[src/rtl/flow_pkg.sv]
// flow_pkg: shared fetch-stage constants and state encoding.
package flow_pkg;
    localparam int PC_WIDTH = 16;
    localparam logic [PC_WIDTH-1:0] HALT_INSTR = 16'h0300;
    localparam logic [PC_WIDTH-1:0] DEFAULT_NOP = 16'h0000;
    typedef logic [1:0] fetch_state_t;
    localparam fetch_state_t FETCH = 2'd0;
    localparam fetch_state_t CAPTURE = 2'd1;
    localparam fetch_state_t READY = 2'd2;
endpackage

[src/rtl/instruction_fetch.sv]
// instruction_fetch: PC owner and synchronous-ROM fetch stage with bubble insertion.
// Define FETCH_BREAKPOINT_EN to add a one-shot PC breakpoint that substitutes HALT_INSTR.
module instruction_fetch
    import flow_pkg::*;
#(
    parameter int ADDR_WIDTH = 8,
    parameter logic [PC_WIDTH-1:0] RESET_VECTOR = 16'h0000,
    parameter logic [PC_WIDTH-1:0] NOP_INSTR = DEFAULT_NOP
) (
    input  logic                  clock,
    input  logic                  resetn,
    input  logic                  program_counter_increment,
    input  logic                  pc_load,
    input  logic [PC_WIDTH-1:0]   pc_load_value,
    output logic [ADDR_WIDTH-1:0] imem_addr,
    input  logic [PC_WIDTH-1:0]   imem_rdata,
`ifdef FETCH_BREAKPOINT_EN
    input  logic [PC_WIDTH-1:0]   breakpoint_addr,
    input  logic                  breakpoint_enable,
    output logic                  break_hit,
`endif
    output logic [PC_WIDTH-1:0]   current_instruction,
    output logic                  instruction_valid,
    output logic [PC_WIDTH-1:0]   pc,
    output logic [PC_WIDTH-1:0]   retired_count
);
    fetch_state_t state;
    logic [PC_WIDTH-1:0] capture_data;
    logic take_inc;
    logic do_capture;

    assign imem_addr = pc[ADDR_WIDTH-1:0];
    assign take_inc = state == READY && program_counter_increment && !pc_load;
    // A load in CAPTURE discards the in-flight read.
    assign do_capture = state == CAPTURE && !pc_load;

`ifdef FETCH_BREAKPOINT_EN
    logic armed;
    logic bp_match;

    assign bp_match = breakpoint_enable && armed && pc == breakpoint_addr;
    assign capture_data = bp_match ? HALT_INSTR : imem_rdata;

    always_ff @(posedge clock) begin
        if (!resetn) begin
            armed <= 1'b1;
            break_hit <= 1'b0;
        end else begin
            break_hit <= do_capture && bp_match;
            if (pc != breakpoint_addr) armed <= 1'b1;
            else if (do_capture && bp_match) armed <= 1'b0;
        end
    end
`else
    assign capture_data = imem_rdata;
`endif

    always_ff @(posedge clock) begin
        if (!resetn) begin
            state <= FETCH;
            pc <= RESET_VECTOR;
            retired_count <= '0;
            instruction_valid <= 1'b0;
            current_instruction <= NOP_INSTR;
        end else begin
            if (pc_load) begin
                pc <= pc_load_value;
                state <= FETCH;
            end else if (take_inc) begin
                pc <= pc + 1'b1;
                retired_count <= retired_count + 1'b1;
                state <= FETCH;
            end else if (state == FETCH) begin
                state <= CAPTURE;
            end else if (state == CAPTURE) begin
                state <= READY;
            end
            if (do_capture) begin
                current_instruction <= capture_data;
                instruction_valid <= 1'b1;
            end else if (pc_load || take_inc) begin
                current_instruction <= NOP_INSTR;
                instruction_valid <= 1'b0;
            end
        end
    end
endmodule

[config.mk]
export PLATFORM = sky130hd
export DESIGN_NAME = instruction_fetch
export DESIGN_NICKNAME = d
export VERILOG_FILES = /design/src/rtl/flow_pkg.sv /design/src/rtl/instruction_fetch.sv
export SDC_FILE = /design/constraint.sdc
export NUM_CORES = 1
export LEC_CHECK = 0
export ABC_AREA = 1
export BUFFER_PORTS_ARGS = -buffer_cell sky130_fd_sc_hd__clkbuf_2
export CAP_MARGIN = 10
export CORE_MARGIN = 5
export CORE_UTILIZATION = 49
export CTS_BUF_LIST = sky130_fd_sc_hd__clkbuf_16
export CTS_CLUSTER_DIAMETER = 50
export CTS_CLUSTER_SIZE = 24
export DETAILED_ROUTE_END_ITERATION = 10
export PLACE_DENSITY = 0.79
export SLEW_MARGIN = 20
export SYNTH_ARGS = -nofsm -noshare
export SYNTH_HDL_FRONTEND = slang
export SYNTH_SLANG_ARGS = --single-unit
[constraint.sdc]
create_clock -name clock -period 1.8 [get_ports clock]
set_clock_uncertainty 0.1 [all_clocks]
set_input_delay 0.36 -clock clock [delete_from_list [all_inputs] [get_ports clock]]
set_output_delay 0.36 -clock clock [all_outputs]
set_load 0.01 [all_outputs]
==> impl_metrics.json <==
{
  "status": "finished, final reports clean",
  "endpoint": "pc[9]$_SDFFE_PN0P_",
  "dr_total_vias": 2607,
  "layout-drive-gt1-share": 0.264,
  "layout_common_cells": "clkbuf_2, nand2_1, inv_1",
  "n_antenna_cell": 0,
  "grtUsageTotal": 0.197,
  "netlist_area_um2": 2580,
  "ctsHoldBuffers": 0,
  "ys_types": 32,
  "wl_per_cell_um": 12.2,
  "first_pass_iters": 7,
  "clk_path_buf_depth": 2,
  "area_growth_pct": 25.2,
  "yosysWarningCount": 0,
  "yosysSeqAreaShare": 0.396,
  "slew_violations": 0,
  "cp_max_fo": 9,
  "grt_pass1_vias": 2502,
  "worst_setup_path_start_kind": "register",
  "clk_pin_slew_worst_paths_ns": 0.06,
  "timing.fmax_mhz": 644,
  "grt_overflow_total": 0,
  "die_y_um": 82.5,
  "dieArea_um2": 6810,
  "grt_pass1_wl_um": 10500,
  "maxSlewHeadroom": 0.535,
  "pin_count": 93,
  "setup_viol": 0,
  "synth_top_cell_by_area": "dfxtp_1",
  "core_area_um2": 5110,
  "finalNetCount": 497,
  "clock_latency_ns": 0.28,
  "layout_commonest_cell": "clkbuf_2",
  "endpoint_kind": "register",
  "detail-route-antenna-nets": 0,
  "core.rowCount": 26,
  "synth-edff-count": 0,
  "place_inst": 522,
  "ir_drop_mv": 0.360,
  "setup_tns_ns": 0,
  "holdWs_ns": 0.214,
  "routed_via_density": 4.93,
  "period_share": 0.862,
  "synthCells": 370,
  "portBuffers": 92,
  "fin_crit_ns": 1.55,
  "grt_max_degree": 20,
  "r2r-end": "pc[9]$_SDFFE_PN0P_",
  "fin_util": 0.632,
  "yosysTopAreaCellShare": 0.396,
  "crit_type": "reg2reg",
  "slowest_stage": "dfxtp_1",
  "maxCapViolations": 0,
  "finalHoldViolCount": 0,
  "die_x_um": 82.5,
  "cts_tree": "yes",
  "cts_sinks": 51,
  "start_util": 0.505,
  "holdPathStages": 3,
  "rsz0062_at_grt": "no",
  "htreeDepth": 2,
  "power_density_nw_per_um2": 771,
  "gp_congestion": 0.896,
  "synth_seq_cells": 51,
  "synthArstFlopShare": 0,
  "avgSynthCellArea_um2": 6.97,
  "wl_um": 6470,
  "synth_flop_cell": "dfxtp_1",
  "r2r_slack_ns": 0.25,
  "cellLeakagePower_uw": 0.00153,
  "cp_cell_sequence": "nand3_4 > nor2_8 > buf_4 > nand3_1 > a21oi_1",
  "cts_made_buffers": 5,
  "antenna_found_initial": 0,
  "worstSetupStartpoint": "state[1]$_SDFFE_PP0N_",
  "fin_cells": 529,
  "tightest_slew_ns": 0.697,
  "drtIter0Drc": 127,
  "synth_area_leaders": "dfxtp_1, nand2_1, inv_1",
  "cp.arrival_ns": 1.66,
  "dp_hpwl_um": 5010,
  "timing.rr.start": "state[1]$_SDFFE_PP0N_",
  "hold_class": "in2reg",
  "worst_r2r_path_depth": 5,
  "drc": 0,
  "syn-num-nets": 408,
  "cts_root_buffer": "clkbuf_16",
  "critPathMaxStageDelay_ns": 0.52,
  "critPathRequiredTime_ns": 1.91
}
kinds of logic (layout without fill, tap and decap cells):
group                    after synthesis  count (layout)  synth area share
AND/OR/NAND/NOR                      160             160             0.290
buffers and inverters                 85             174             0.144
AO/OA/AOI/OAI                         67              67             0.143
flip-flops                            51              51             0.396
XOR/XNOR                               5               5            0.0170
adder cells (fa/ha/maj)                2               2           0.00970
synth_stat cells, types with 2 or more instances:
cell,n
dfxtp_1,51
buf_6,2
nand4_1,6
buf_4,9
nand3_1,20
inv_1,67
nor2_4,2
a21oi_1,19
xor2_1,2
o21ai_0,24
o22ai_1,16
ha_1,2
clkbuf_1,3
xnor2_1,3
nand2_1,75
nor2_1,45
nor2_2,3
buf_2,2
a31oi_1,6
through the flow:
| step | area [um2] | worst slack [ns] | total power, uW |
|---|---|---|---|
| after global routing | 3230 | 0.0779 | 2580 |
| after floorplan | 2580 | 0.272 | 1370 |
| after CTS | 3230 | 0.175 | 2500 |
| final | 3230 | 0.248 | 2490 |
| after global placement | 3060 | 0.231 | 1460 |
| after detailed placement | 3060 | 0.183 | 1470 |
worst max-delay path: cells and delay by family, from the launching register on:
family	cells	cell delay (ns)
AOI/OAI and AO/OA	1	0.14
buffers and inverters	1	0.21
DFF	1	0.52
and+or+nand+nor	3	0.51
how the worst min path moves through the flow:
| stage | startpoint | to | slack [ns] |
|---|---|---|---|
| after floorplan | state[0]$_SDFFE_PP0P_ | state[1]$_SDFFE_PP0N_ | 0.34 |
| after global placement | instruction_valid$_SDFFE_PN0P_ | instruction_valid$_SDFFE_PN0P_ | 0.33 |
| after detailed placement | instruction_valid$_SDFFE_PN0P_ | instruction_valid$_SDFFE_PN0P_ | 0.35 |
| after CTS | imem_rdata[4] | current_instruction[4]$_SDFFE_PN0P_ | 0.21 |
| after global routing | imem_rdata[4] | current_instruction[4]$_SDFFE_PN0P_ | 0.21 |
| final | imem_rdata[4] | current_instruction[4]$_SDFFE_PN0P_ | 0.21 |
registers in the layout, summed over array words and instances, names as in the netlist:
register	flops
current_instruction	16
pc	16
retired_count	16
state	2
instruction_valid	1
power breakdown:
group	internal [uW]	total (uW)	switching, uW
sequential	1160	1200	37.6
clock	648	1050	400
combinational	103	243	140
total	1910	2490	577
layer usage:
metal | track usage | vias up | wire, um
li1 | - | 1343 | -
met1 | 0.226 | 1179 | 2760
met2 | 0.369 | 79 | 3280
met3 | 0.0390 | 6 | 388
met4 | 0.0523 | 0 | 43
met5 | 0 | - | 0
layout make-up:
cell class | instances | area [um2]
fillers | 480 | 1880
multi-input cells | 234 | 1190
flip-flops and latches | 51 | 1020
repair buffers | 99 | 513
inverters | 68 | 255
clock buffers | 5 | 125
well taps | 70 | 87.6
clock inverters | 2 | 37.5
timing repair:
action	in CTS	in global routing
setup endpoints to repair	0	1
resized for setup	0	1
buffers inserted	0	0
(Power assumes the default switching activity.)
